**src/rtl/sound_pkg.sv**
```systemverilog
// Shared sound event codes and decoder types, used by both the generator and the decoder.
package sound_pkg;

   localparam logic [3:0] CODE_FAILURE   = 4'd9;
   localparam logic [3:0] CODE_SUCCESS   = 4'd3;
   localparam logic [3:0] CODE_EAT_START = 4'd3;
   localparam logic [3:0] CODE_INPUT     = 4'd4;
   localparam logic [3:0] CODE_TICK      = 4'd5;

   typedef enum logic [1:0] {
      DEC_IDLE,
      DEC_TONE,
      DEC_GAP
   } dec_state_t;

   typedef enum logic [2:0] {
      EV_INPUT,
      EV_TICK,
      EV_EAT,
      EV_SUCCESS,
      EV_FAILURE,
      EV_UNKNOWN
   } dec_event_t;

endpackage

```
**src/rtl/sound_period_meter.sv**
```systemverilog
// Half-period meter: counts pwm_base ticks between audio edges and strobes a code.
module sound_period_meter #(
   parameter int HP_SAT = 31
) (
   input  logic       clk,
   input  logic       rst_n,
   input  logic       pwm_base,
   input  logic       audio,
   output logic       code_valid,
   output logic [3:0] code
);

   logic       pwm_prev;
   logic       audio_prev;
   logic [4:0] hp;
   logic       pwm_edge;
   logic       audio_edge;

   assign pwm_edge   = pwm_base & ~pwm_prev;
   assign audio_edge = audio ^ audio_prev;

   // Edge history, tick counter and registered code strobe.
   always_ff @(posedge clk or negedge rst_n) begin
      if (!rst_n) begin
         pwm_prev   <= 1'b0;
         audio_prev <= 1'b0;
         hp         <= 5'd0;
         code_valid <= 1'b0;
         code       <= 4'd0;
      end else begin
         pwm_prev   <= pwm_base;
         audio_prev <= audio;
         code_valid <= 1'b0;
         if (audio_edge) begin
            // A zero or saturated count means the previous edge was too long ago
            // (or never happened), so this edge only restarts the measurement.
            if (hp >= 5'd1 && hp <= 5'd16) begin
               code_valid <= 1'b1;
               code       <= 4'(hp - 5'd1);
            end
            hp <= pwm_edge ? 5'd1 : 5'd0;
         end else if (pwm_edge && hp != 5'(HP_SAT)) begin
            hp <= hp + 5'd1;
         end
      end
   end

endmodule

```
**src/rtl/sound_decoder.sv**
```systemverilog
// Sound event decoder: builds one record per vsync frame and classifies each sound
// by its start code and envelope (steady, swept or gated).
module sound_decoder
   import sound_pkg::*;
#(
   parameter int END_GAP   = 5,
   parameter int SWEEP_MIN = 6,
   parameter int HP_SAT    = 31
) (
   input  logic       clk,
   input  logic       rst_n,
   input  logic       vsync,
   input  logic       pwm_base,
   input  logic       audio,
   output logic       evt_new_input,
   output logic       evt_tick,
   output logic       evt_eat,
   output logic       evt_success,
   output logic       evt_failure,
   output logic       evt_unknown,
   output logic [3:0] tone_code,
   output logic       tone_valid
);

   logic       code_valid;
   logic [3:0] code;
   logic       vsync_prev;
   logic       vsync_edge;
   logic       frame_active;
   logic [3:0] frame_code;

   dec_state_t state;
   logic [4:0] frames;
   logic [4:0] gap;
   logic [3:0] start_code;
   logic [3:0] prev_code;
   logic       swept;
   logic       gated;
   logic       mismatch;
   logic [4:0] frames_inc;
   logic [4:0] gap_inc;
   dec_event_t sound_ev;

   function automatic dec_event_t classify(input logic sw, input logic gt,
                                           input logic mm, input logic [3:0] sc);
      dec_event_t ev;
      if (sw)                             ev = EV_EAT;
      else if (gt && sc == CODE_FAILURE)  ev = EV_FAILURE;
      else if (gt && sc == CODE_SUCCESS)  ev = EV_SUCCESS;
      else if (!gt && !mm && sc == CODE_INPUT) ev = EV_INPUT;
      else if (!gt && !mm && sc == CODE_TICK)  ev = EV_TICK;
      else                                ev = EV_UNKNOWN;
      return ev;
   endfunction

   sound_period_meter #(.HP_SAT(HP_SAT)) u_meter (
      .clk        (clk),
      .rst_n      (rst_n),
      .pwm_base   (pwm_base),
      .audio      (audio),
      .code_valid (code_valid),
      .code       (code)
   );

   assign vsync_edge = vsync & ~vsync_prev;
   assign frames_inc = (frames == 5'd31) ? frames : frames + 5'd1;
   assign gap_inc    = gap + 5'd1;
   assign sound_ev   = classify(swept, gated, mismatch, start_code);

   // Frame record; a code arriving on the closing cycle already belongs to the new frame.
   always_ff @(posedge clk or negedge rst_n) begin
      if (!rst_n) begin
         vsync_prev   <= 1'b0;
         frame_active <= 1'b0;
         frame_code   <= 4'd0;
         tone_code    <= 4'd0;
      end else begin
         vsync_prev <= vsync;
         if (code_valid) tone_code <= code;
         if (vsync_edge) begin
            frame_active <= code_valid;
            frame_code   <= code_valid ? code : 4'd0;
         end else if (code_valid) begin
            frame_active <= 1'b1;
            frame_code   <= code;
         end
      end
   end

   // Envelope FSM stepped once per frame, with registered event pulses.
   always_ff @(posedge clk or negedge rst_n) begin
      if (!rst_n) begin
         state         <= DEC_IDLE;
         frames        <= 5'd0;
         gap           <= 5'd0;
         start_code    <= 4'd0;
         prev_code     <= 4'd0;
         swept         <= 1'b0;
         gated         <= 1'b0;
         mismatch      <= 1'b0;
         tone_valid    <= 1'b0;
         evt_new_input <= 1'b0;
         evt_tick      <= 1'b0;
         evt_eat       <= 1'b0;
         evt_success   <= 1'b0;
         evt_failure   <= 1'b0;
         evt_unknown   <= 1'b0;
      end else begin
         evt_new_input <= 1'b0;
         evt_tick      <= 1'b0;
         evt_eat       <= 1'b0;
         evt_success   <= 1'b0;
         evt_failure   <= 1'b0;
         evt_unknown   <= 1'b0;
         if (vsync_edge) begin
            case (state)
               DEC_IDLE: begin
                  if (frame_active) begin
                     state      <= DEC_TONE;
                     frames     <= 5'd1;
                     start_code <= frame_code;
                     prev_code  <= frame_code;
                     swept      <= 1'b0;
                     gated      <= 1'b0;
                     mismatch   <= 1'b0;
                     tone_valid <= 1'b1;
                  end
               end
               DEC_TONE: begin
                  if (frame_active) begin
                     frames    <= frames_inc;
                     prev_code <= frame_code;
                     // An early pitch change is a merged/odd sound, a late one a sweep.
                     if (frame_code != prev_code) begin
                        if (frames_inc >= 5'(SWEEP_MIN)) swept    <= 1'b1;
                        else                             mismatch <= 1'b1;
                     end
                  end else begin
                     state <= DEC_GAP;
                     gap   <= 5'd1;
                  end
               end
               DEC_GAP: begin
                  if (frame_active) begin
                     state <= DEC_TONE;
                     gated <= 1'b1;
                  end else if (gap_inc == 5'(END_GAP)) begin
                     state         <= DEC_IDLE;
                     tone_valid    <= 1'b0;
                     evt_new_input <= (sound_ev == EV_INPUT);
                     evt_tick      <= (sound_ev == EV_TICK);
                     evt_eat       <= (sound_ev == EV_EAT);
                     evt_success   <= (sound_ev == EV_SUCCESS);
                     evt_failure   <= (sound_ev == EV_FAILURE);
                     evt_unknown   <= (sound_ev == EV_UNKNOWN);
                  end else begin
                     gap <= gap_inc;
                  end
               end
               default: state <= DEC_IDLE;
            endcase
         end
      end
   end

endmodule

```
**config.mk**
```make
export PLATFORM = sky130hd
export DESIGN_NAME = sound_decoder
export DESIGN_NICKNAME = d
export VERILOG_FILES = /design/src/rtl/sound_pkg.sv /design/src/rtl/sound_period_meter.sv /design/src/rtl/sound_decoder.sv
export SDC_FILE = /design/constraint.sdc
export NUM_CORES = 1
export LEC_CHECK = 0
export ABC_AREA = 1
export CORE_MARGIN = 2
export CORE_UTILIZATION = 53
export CTS_CLUSTER_SIZE = 12
export DETAILED_ROUTE_END_ITERATION = 7
export PLACE_DENSITY = 0.77
export SKIP_CTS_REPAIR_TIMING = 1
export SLEW_MARGIN = 20
export SYNTH_ARGS = -nofsm -noshare
export SYNTH_HDL_FRONTEND = slang
export SYNTH_HIERARCHICAL = 1
export SYNTH_SLANG_ARGS = --single-unit
```
**constraint.sdc**
```tcl
create_clock -name clk -period 1.45 [get_ports clk]
set_input_delay 0.145 -clock clk [delete_from_list [all_inputs] [get_ports clk]]
set_output_delay 0.145 -clock clk [all_outputs]
set_load 0.02 [all_outputs]
```
# Yosys cells after proc, flatten, opt, wreduce, memory -nomap -nowiden
# Cells that the tools add are included.
# op_classes
div,0
n_bitwise,5
n_lt_le_gt_ge,3
shift,0
n_mul,0
mux,66
eq_ne,26
reduce_logical,27
n_addsub,4
# ops
cell,n
2-to-1 mux 5 bit,8
2-to-1 mux 1 bit,39
"!= test 2 bit, second input constant",10
one-hot mux 5 bit (2 select lines),2
"adder 5 x 1 -> 5 bit, second input constant",3
2-to-1 mux 3 bit,5
2-to-1 mux 4 bit,3
AND reduction 4 bit,3
AND reduction 6 bit,2
AND reduction 5 bit,2
nonzero test 2 bit,5
"== test 4 x 3 -> 1 bit, second input constant",2
2-to-1 mux 2 bit,4
one-hot mux 1 bit (2 select lines),4
logical AND 1 bit,7
"== test 3 x 2 -> 1 bit, second input constant",2
"== test 3 bit, second input constant",2
one-hot mux 2 bit (3 select lines),1
AND reduction 3 bit,2
"== test 5 x 3 -> 1 bit, second input constant",1
"== test 5 bit, second input constant",1
"greater-or-equal comparator 5 x 1 -> 1 bit, second input constant",1
"greater-or-equal comparator 5 x 3 -> 1 bit, second input constant",1
"less-or-equal comparator 5 bit, second input constant",1
17 further kinds,20
# word_totals
input_bits,5
elab_cells,155
regBits,52
romBits,0
mem_count,0
latchBits,0
ram_bits,0

# Logic depth before layout (Yosys ltp)
# logic_depth
ltp_word,13
depth_mapped,11

# Cells and area by module
# The synthesis kept the hierarchy.
# by_module_without_submodules
module,cells_per_inst,seq_area_each_um2,area_each_um2,n_inst
sound_decoder,244,1001.0,1983.2,1
sound_period_meter,77,300.3,644.4,1

# Worst setup path after synthesis
# Ideal clock, no wire load.
# synth_path
path_type,flip-flop to flip-flop
from,reg u_meter.hp[0]
to,reg u_meter.hp[3]
path_slack_ns,0.038
path_stages_with_launch,10
period_less_slack_ns,1.412
arrival_time_ns,1.326
cell_sequence,dfrtp_1 -> ha_1 -> nand2_1 -> nor2_1 -> ha_1 -> inv_1 -> nand3_1 -> nor2_1 -> nor2_1 -> nor3_1
# synth_via
elab_chain_cells,3
# synth_rtl
item,line_no,source
from (decl),sound_period_meter.sv:15,logic [4:0] hp;
from (signal assigned),sound_period_meter.sv:41,hp <= pwm_edge ? 5'd1 : 5'd0;
from (signal assigned),sound_period_meter.sv:43,hp <= hp + 5'd1;
adder 5 x 1 -> 5 bit or != test 5 bit (tied branches),"sound_period_meter.sv:43, sound_period_meter.sv:42",
2-to-1 mux 5 bit or logical AND 1 bit (tied branches),sound_period_meter.sv:42,end else if (pwm_edge && hp != 5'(HP_SAT)) begin
2-to-1 mux 5 bit or nonzero test 2 bit (tied branches),--,
# Several ways; a longest one is shown, not always the timed one. The select of a mux whose other input is x is not followed.
# A chain may end at the register's enable or synchronous reset.

# Worst setup path in the final report
# layout_path
from,reg u_meter.hp[1]
to,reg u_meter.hp[3]
# The elaborated chain is that of the path after synthesis.

==> impl_results.md <==
- Initial antenna violation count: 0
- Post-synthesis sequential area ratio: 49.5%
- Leak: 0.00162 uW
- HP Class: in -> reg
- Combinational Power Share: 37.4%
- Share of cells above drive strength 1: 25.1%
- Clock buffer depth: 2
- CP startpoint kind: register
- Antenna cells: 0
- Dpl hpwl: 3.64 mm
- Die X: 74.4 microns
- GP Congestion: 0.879
- Wire per inst: 12.1 microns
- Row count: 25
- Req. time, crit path: 1.67 ns
- CTS Sinks: 52
- Final count of pins violating max slew: 0
- Hold Fails Final Rpt: 0
- Global-route wire length before repair: 8.59 mm
- Worst-path clk slew: 0.09 ns
- Starting Density: 55.3%
- H-tree depth: 2
- HP Start: vsync
- Syn Inst Count: 321
- Die Ht: 74.4 microns
- Final period util: 99.8%
- Slew of the pin with the lowest slew margin: 0.270 ns
- Synthesized area per cell: 8.19 sq um
- Clock share of power: 17.8%
- Drt initial violations: 143
- Most frequent cell after synthesis: nand2_1
- Power per cell area: 1430 nW/um^2
- Setup Crit Path Kind: reg -> reg
- Switching power: 1800 uW
- Max Fclk: 691 MHz
- Leading area contributor after synthesis: dfrtp_1
- Switching share of total power: 38.6%
- Max_cap viols: 0
- Post-Syn Area: 2630 sq um
- Largest cells by area after synthesis: dfrtp_1, nand2_1, inv_1, nand3_1, nor2_1
- Fin worst setup slack: 0.00323 ns
- Number of synthesized flops with an enable pin: 0
- First-pass DRT Iterations: 4
- Clock root buffer master: clkbuf_8
- Worst R2R Start: u_meter/hp[1]
- Worst-path maximum fanout: 5
- TritonCTS buffer count: 5
- Vias in the first global route: 2,051
- Share of synthesized registers carrying an async set or reset: 100%
- Layout Utilization: 68.6%
- CTS tree: yes
- Setup-violating endpoint count in the final report: 0
- Final ANT Viol Nets: 0
- Port buffer count: 15
- Post-synthesis register bit count: 52
- Total number of vias: 2,210
- Top_reg_cell synth: dfrtp_1
- Kind of end point of the critical path: register
- Yosys top cell area share: 49.5%
- Synth warn: 6
- Total GRT Usage: 20.2%
- Core region area: 4750 sq um
- Pre-CTS setup slack: -0.100 ns
- Die area: 5540 sq um
- Slew Limit Headroom: 82.0%
- NumNets Final: 378
- Residual DRC count: 0
- Commonest cells in the netlist: nand2_1, dfrtp_1, inv_1
- Final min period: 1.45 ns
- Largest net degree at the start of global routing: 53
- Status: finished, final reports clean
- Synth unique cells: 30
- Later-pin clock latency in the skew report: 0.30 ns
- Syn Nets: 333
- Syn-to-layout area delta: 24.1%
- Clock Skews: 0.00782 ns
- Sequential power share: 44.9%
- Pint: 2860 uW
- Vias per inst: 5.09
- RSZ-0062 raised after global routing: yes
- Ports: 16
- Worst Setup SP: u_meter/hp[1]
- Peak supply drop: 1.09 mV
- Worst hold slack: 0.314 ns
- Critical path arrival: 1.67 ns
- Wirelength, routed: 5.26 mm
- Residual overflow from global routing: 0
-- layout by cell type (no fill, tap or decap), types with 2 or more instances in the layout --
cell | netlist | layout
clkbuf_8 | 0 | 5
nor3_2 | 1 | 2
o21ai_1 | 7 | 10
nor2_2 | 3 | 7
nand3_2 | 2 | 4
ha_4 | 0 | 2
nand2_4 | 2 | 5
nor3_1 | 7 | 6
nand3_1 | 33 | 29
nor2_1 | 24 | 20
buf_4 | 0 | 24
clkdlybuf4s50_1 | 0 | 13
o21ai_0 | 10 | 7
inv_2 | 4 | 10
a21oi_1 | 3 | 3
nand2_2 | 6 | 15
clkinv_4 | 1 | 2
o22ai_1 | 6 | 6
nand3_4 | 0 | 2
dfrtp_1 | 52 | 51
o21ai_2 | 4 | 4
nand4_1 | 5 | 5
ha_1 | 7 | 2
nand2_1 | 84 | 72
ha_2 | 0 | 3
inv_1 | 49 | 43
-- state kept, by name, summed over array words and instances (netlist names), 2 cells and up --
name          flops
frames            5
start_code        4
prev_code         4
u_meter/hp        5
frame_code        4
gap               5
state             2
tone_code         4
u_meter/code      4
-- critical path, stage by stage (launching register included) --
cell and delay (ns):
dfrtp_1 0.40, ha_2 0.21, nand2_2 0.06, nor2_1 0.04, ha_2 0.17, inv_2 0.06
nand3_4 0.10, nor2_2 0.11, nor2_1 0.04, nor3_1 0.17
-- per-stage QoR --
stage	TNS, ns	power, uW	cell area (sq um)	std cells
after CTS	-1.09	4550	3100	430
after global routing	-0.820	5010	3260	434
final	0	4670	3260	434
after detailed placement	-1.43	3730	3010	422
after floorplan	0	3160	2630	321
after global placement	-0.368	3660	3010	422
-- power groups by stage --
stage	Clock [uW]	Sequential [uW]	Combinational, uW
final	829	2090	1740
after global routing	893	2140	1980
after CTS	835	2080	1630
after detailed placement	0	2110	1610
after global placement	0	2090	1570
after floorplan	0	2130	1030
-- path summary, 6_finish.rpt --
check | to | cells past startpoint | slack, ns
min | vsync_prev | 1 | 0.31
max | u_meter/hp[3] | 9 | 0.003
min in group asynchronous | gap[2] | 3 | 0.36
min reg2reg | u_meter/code[1] | 2 | 0.48
max in group asynchronous | gap[0] | 3 | 0.86
max reg2reg | u_meter/hp[3] | 9 | 0.003
-- per-layer routing --
metal / vias to the layer above / global-route usage, % / wire length [microns]
li1: 1113 / - / -
met1: 1052 / 24.4 / 2300
met2: 37 / 35.6 / 2750
met3: 8 / 3.25 / 137
met4: 0 / 8.73 / 80
met5: - / 0 / 0
-- logic make-up (layout without fill, tap and decap cells) --
group,count (synthesis),count (layout),share of synthesized area [%]
AND/OR/NAND/NOR,170,170,29.9
buffers and inverters,57,103,8.90
flip-flops,52,52,49.5
AO/OA/AOI/OAI,33,33,7.71
adder cells (fa/ha/maj),7,7,3.33
XOR/XNOR,2,2,0.667
-- area by class of cell --
| type | count | area (sq um) |
|---|---|---|
| Tap cell | 67 | 83.8 |
| Inverter | 54 | 208 |
| Clock buffer | 6 | 72.6 |
| Fill cell | 384 | 1490 |
| Clock inverter | 2 | 16.3 |
| Timing Repair Buffer | 41 | 358 |
| Sequential cell | 52 | 1300 |
| Multi-Input combinational cell | 212 | 1220 |
No activity file was read; power rests on OpenSTA's default activity.
